==> config.mk <==
export PLATFORM = sky130hd
export DESIGN_NAME = sram_arbiter
export DESIGN_NICKNAME = d
export VERILOG_FILES = /design/src/rtl/sram_arbiter_pkg.sv /design/src/rtl/sram_arbiter_pick.sv /design/src/rtl/sram_arbiter.sv
export SDC_FILE = /design/constraint.sdc
export NUM_CORES = 1
export LEC_CHECK = 0
export ABC_AREA = 1
export CORE_MARGIN = 2
export CORE_UTILIZATION = 29
export CTS_BUF_LIST = sky130_fd_sc_hd__clkbuf_8 sky130_fd_sc_hd__clkbuf_16
export DETAILED_ROUTE_END_ITERATION = 6
export GPL_ROUTABILITY_DRIVEN = 0
export PLACE_DENSITY = 0.7
export SETUP_SLACK_MARGIN = 0.3
export SYNTH_ARGS = -nofsm -noshare
export SYNTH_HDL_FRONTEND = slang
export SYNTH_HIERARCHICAL = 1
export SYNTH_SLANG_ARGS = --single-unit
==> constraint.sdc <==
create_clock -name clk -period 2.8 [get_ports clk]
set_clock_uncertainty 0.15 [all_clocks]
set_input_delay 0.42 -clock clk [delete_from_list [all_inputs] [get_ports clk]]
set_output_delay 0.42 -clock clk [all_outputs]
set_load 0.1 [all_outputs]
==> src/rtl/sram_arbiter_pkg.sv <==
// rtl/sram_arbiter_pkg.sv - shared state encodings and grant constants for the SRAM port arbiter
package sram_arbiter_pkg;

  typedef enum logic [1:0] {
    ST_IDLE = 2'd0,
    ST_BUSY = 2'd1,
    ST_GAP  = 2'd2
  } arb_state_t;

  localparam logic [1:0] GRANT_NONE = 2'b00;
  localparam logic [1:0] GRANT_R0   = 2'b01;
  localparam logic [1:0] GRANT_R1   = 2'b10;

  // Word count of the SRAM behind the controller.
  localparam int SRAM_CNT = 1024;

endpackage

==> src/rtl/sram_arbiter_pick.sv <==
// rtl/sram_arbiter_pick.sv - combinational one-hot winner select (fixed priority or round-robin)
module sram_arb_pick
  import sram_arbiter_pkg::*;
(
  input  logic [1:0] i_pending,
  input  logic       i_last_r1,
  output logic [1:0] o_winner
);

  // Contention goes to whichever requester was not served last; a lone requester always wins.
  always_comb begin
    o_winner = GRANT_NONE;
    if (i_pending == 2'b11) begin
      o_winner = i_last_r1 ? GRANT_R0 : GRANT_R1;
    end else if (i_pending[0]) begin
      o_winner = GRANT_R0;
    end else if (i_pending[1]) begin
      o_winner = GRANT_R1;
    end
  end

endmodule

==> src/rtl/sram_arbiter.sv <==
// rtl/sram_arbiter.sv - two-requester arbiter for the SRAM controller port; SRAM_ARB_RR_EN selects round-robin
module sram_arbiter
  import sram_arbiter_pkg::*;
#(
  parameter int ADDR_W     = 32,
  parameter int DATA_W     = 32,
  parameter int GAP_CYCLES = 1
) (
  input  logic              clk,
  input  logic              rst,
  input  logic              r0_rd_en,
  input  logic              r0_wr_en,
  input  logic [ADDR_W-1:0] r0_addr,
  input  logic [DATA_W-1:0] r0_wdata,
  output logic [DATA_W-1:0] r0_rdata,
  output logic              r0_ready,
  input  logic              r1_rd_en,
  input  logic              r1_wr_en,
  input  logic [ADDR_W-1:0] r1_addr,
  input  logic [DATA_W-1:0] r1_wdata,
  output logic [DATA_W-1:0] r1_rdata,
  output logic              r1_ready,
  output logic              mem_rd_en,
  output logic              mem_wr_en,
  output logic [ADDR_W-1:0] mem_addr,
  output logic [DATA_W-1:0] mem_wdata,
  input  logic [DATA_W-1:0] mem_rdata,
  input  logic              mem_ready,
  output logic [1:0]        grant,
  output logic              busy
);

  // Gap counter load value; legal GAP_CYCLES is 1..3 so two bits suffice.
  localparam logic [1:0] GAP_LOAD = 2'(GAP_CYCLES - 1);

  arb_state_t        r_state;
  logic [1:0]        r_grant;
  logic              r_busy;
  logic              r_mem_rd_en;
  logic              r_mem_wr_en;
  logic [ADDR_W-1:0] r_addr;
  logic [DATA_W-1:0] r_wdata;
  logic [1:0]        r_gap_cnt;

  logic [1:0]        w_pending;
  logic [1:0]        w_winner;
  logic              w_last_r1;
  logic              w_done;
  logic              w_win_wr;
  logic [ADDR_W-1:0] w_win_addr;
  logic [DATA_W-1:0] w_win_wdata;

  assign w_pending = {r1_rd_en | r1_wr_en, r0_rd_en | r0_wr_en};
  assign w_done    = (r_state == ST_BUSY) && mem_ready;

  // A write wins over a simultaneous read from the same requester.
  assign w_win_wr    = w_winner[1] ? r1_wr_en : r0_wr_en;
  assign w_win_addr  = w_winner[1] ? r1_addr  : r0_addr;
  assign w_win_wdata = w_winner[1] ? r1_wdata : r0_wdata;

`ifdef SRAM_ARB_RR_EN
  logic r_last_r1;

  // Remember who was served last; starts at r1 so r0 wins the first contention.
  always_ff @(posedge clk or posedge rst) begin
    if (rst) begin
      r_last_r1 <= 1'b1;
    end else if (w_done) begin
      r_last_r1 <= r_grant[1];
    end
  end

  assign w_last_r1 = r_last_r1;
`else
  // Pretending r1 was always served last makes the selector plain r0-first priority.
  assign w_last_r1 = 1'b1;
`endif

  sram_arb_pick u_pick (
    .i_pending (w_pending),
    .i_last_r1 (w_last_r1),
    .o_winner  (w_winner)
  );

  // Arbitration FSM: latch the winner in IDLE, hold the controller in BUSY, idle it in GAP.
  always_ff @(posedge clk or posedge rst) begin
    if (rst) begin
      r_state     <= ST_IDLE;
      r_grant     <= GRANT_NONE;
      r_busy      <= 1'b0;
      r_mem_rd_en <= 1'b0;
      r_mem_wr_en <= 1'b0;
      r_addr      <= '0;
      r_wdata     <= '0;
      r_gap_cnt   <= 2'd0;
    end else begin
      case (r_state)
        ST_IDLE: begin
          if (|w_pending) begin
            r_grant     <= w_winner;
            r_addr      <= w_win_addr;
            r_wdata     <= w_win_wdata;
            r_mem_wr_en <= w_win_wr;
            r_mem_rd_en <= ~w_win_wr;
            r_busy      <= 1'b1;
            r_state     <= ST_BUSY;
          end
        end
        ST_BUSY: begin
          if (mem_ready) begin
            r_grant     <= GRANT_NONE;
            r_mem_wr_en <= 1'b0;
            r_mem_rd_en <= 1'b0;
            r_gap_cnt   <= GAP_LOAD;
            r_state     <= ST_GAP;
          end
        end
        ST_GAP: begin
          if (r_gap_cnt == 2'd0) begin
            r_busy  <= 1'b0;
            r_state <= ST_IDLE;
          end else begin
            r_gap_cnt <= r_gap_cnt - 2'd1;
          end
        end
        default: begin
          r_grant     <= GRANT_NONE;
          r_busy      <= 1'b0;
          r_mem_wr_en <= 1'b0;
          r_mem_rd_en <= 1'b0;
          r_state     <= ST_IDLE;
        end
      endcase
    end
  end

  assign mem_rd_en = r_mem_rd_en;
  assign mem_wr_en = r_mem_wr_en;
  assign mem_addr  = r_addr;
  assign mem_wdata = r_wdata;
  assign grant     = r_grant;
  assign busy      = r_busy;

  // Idle requesters see ready; a requesting one only in its own completion cycle.
  assign r0_ready = ~w_pending[0] | (w_done & r_grant[0]);
  assign r1_ready = ~w_pending[1] | (w_done & r_grant[1]);

  assign r0_rdata = r_grant[0] ? mem_rdata : '0;
  assign r1_rdata = r_grant[1] ? mem_rdata : '0;

endmodule

==> metrics.yaml <==
cells_and_area:
  syn2layout_area_growth_pct: 73.00
  layout_commonest_cell: "nand2_1"
  insertedDiodeCount: 0
  drive_gt1_share_pct: 17.64
  layout_common_cells: "406 x nand2_1, 166 x clkdlybuf4s50_1, 136 x buf_4"
  layout.nets: 1140
  num-fill-cells: 1430
  fin_util_pct: 51.50
timing:
  fin_crit_ns: 2.272
  fin_crit_sh_pct: 81.13
  maxSlewHeadroom_pct: 52.05
  drv_slew: 0
  fmax_mhz: 440.2
  tns_ns: 0
  hold_violations: 0
  setup-violations-final: 0
  tightest_slew_ns: 0.7193
  layout_setup_ws_ns: 0.5285
  rsz0062_at_grt: "false"
cts:
  h-tree-depth: 3
  post_cts_buffers: 0
  post_cts_resized: 0
  clkSinkCount: 73
  cts_hold_buf: 0
  cts_made_buffers: 9
  clk_pin_slew_worst_paths_ns: 0.06
  clock_latency_ns: 0.32
  cts_tree: "yes"
  cts_buffer_depth: 2
  root_buffer: "clkbuf_16"
die:
  core_area_sq_mm: 0.01459
  fp.dieW_microns: 126.4
  rows: 44
  die_area_sq_mm: 0.01597
  start_util_pct: 29.77
  die_h_microns: 126.4
  pin_count: 302
grt:
  antenna_found_initial: 0
  grt_pass1_wl_microns: 24560
  gr-total-overflow: 0
  grt_util_all_layers_pct: 18.97
  grt_pass1_vias: 4755
  grt_max_degree: 65
run_status:
  outcome: "complete, no violations"
synth:
  synth_compound_area_share_pct: 0.5762
  netlist_area_sq_mm: 0.004343
  synth_seq_area_share_pct: 42.06
  synthMuxAreaShare_pct: 0
  synth_fa_ha_area_share_pct: 0.2881
  synthCells: 692
  ys_seq_elements: 73
  synth.avg_cell_area_sq_um: 6.276
  yosysWarnings: 6
  synth-simple-area-share_pct: 44.83
  yosys.area_share.xor_xnor_pct: 0
  synth_top_family_by_area: "simple AND/OR/NAND/NOR gates"
  synthDistinctLibCells: 18
placement:
  dp_slack_ns: 0.3625
  dp_hpwl_microns: 11290
  numPortBuffers: 301
critical_path:
  crit_end: "r1_ready"
  critPathRequiredTime_ns: 2.23
  worstPathArrival_ns: 1.70
  r2r_start: "r_state[0]"
  reg2reg_to: "grant[1]"
  critPathMaxFanout: 35
  worstSetupPathType: "flop to output pin"
  crit_path_start_kind: "flop"
  r2r_slack_ns: 1.00
  r2r_cells: 6
  worstSetupEndpointType: "output pin"
  cp-startpoint: "grant[1]"
route:
  drtIter0Drc: 247
  via_per_inst: 4.311
  first_pass_iters: 7
  num_vias: 4997
  routedWlPerCell_microns: 13.32
  drc_errors: 0
  wl_microns: 15440
  drt.antenna.violating_nets: 0
worst_hold_path:
  hold_class: "input port to asynchronous set/reset pin"
job:
  cap_violations: 0
## synth_stat cells
master	count	area share, %
buf_4	2	0.35
nand3b_1	1	0.17
nor2_2	2	0.29
a21oi_1	1	0.12
inv_2	1	0.086
nand3_1	73	8.4
nor2_4	1	0.26
buf_2	26	3.0
nand2_1	408	35
inv_1	78	6.7
clkbuf_1	9	0.78
nor2_1	5	0.43
o21ai_0	4	0.46
conb_1	1	0.086
buf_6	4	1.0
dfrtp_1	73	42
buf_1	2	0.17
ha_1	1	0.29
## state kept, by name (all words and copies together), names as in the netlist
register and count:
mem_addr 32, r_gap_cnt 2, mem_wdata 32, mem_rd_en 1, mem_wr_en 1, r_state 2, grant 2, busy 1
## cells by family (layout without fill, tap and decap cells)
group                      count (synthesis)  in the layout
adders and majority gates                  1              1
and+or+nand+nor                          490            490
other                                      1              2
AOI/OAI and AO/OA                          5              5
buffers and inverters                    122            404
DFF                                       73             73
## per-stage QoR
stage | hold WS [ns] | cell area, sq um | instances
detailed placement | 0.3097 | 7243 | 1145
floorplan | 0.3092 | 4364 | 693
global route | 0.3345 | 7513 | 1159
CTS | 0.2855 | 7513 | 1159
finish | 0.2811 | 7513 | 1159
global placement | 0.3047 | 7243 | 1145
## worst min path at each step
stage | endpoint | cells past startpoint
finish | mem_wdata[5] | 2
global route | mem_wdata[25] | 2
CTS | mem_wdata[15] | 2
detailed placement | mem_wdata[23] | 2
global placement | mem_wdata[2] | 2
floorplan | r_gap_cnt[0] | 1
## per-layer routing
metal	GRT usage [%]	vias up	wire (microns)
met1	25.04	2219	6773
met3	3.712	19	845
met4	5.559	0	267
met2	31.65	153	7551
met5	0	-	0
li1	-	2606	-
## area by class of cell
cell class	count	area [sq um]	share of cell area, %
clock buffers	11	252.7	3.364
clock inverters	3	17.52	0.2331
multi-input cells	498	2023	26.93
repair buffers	311	2863	38.10
flip-flops and latches	73	1829	24.35
well taps	184	230.2	3.064
inverters	79	297.8	3.963
## critical path, cell delays in order (launching register included)
cell and delay (ns):
dfrtp_2 0.75, inv_1 0.16, o21ai_4 0.25, buf_12 0.20
Power is not shown: default switching activity piles up to over one toggle a cycle in this logic, so the estimate is an artifact.
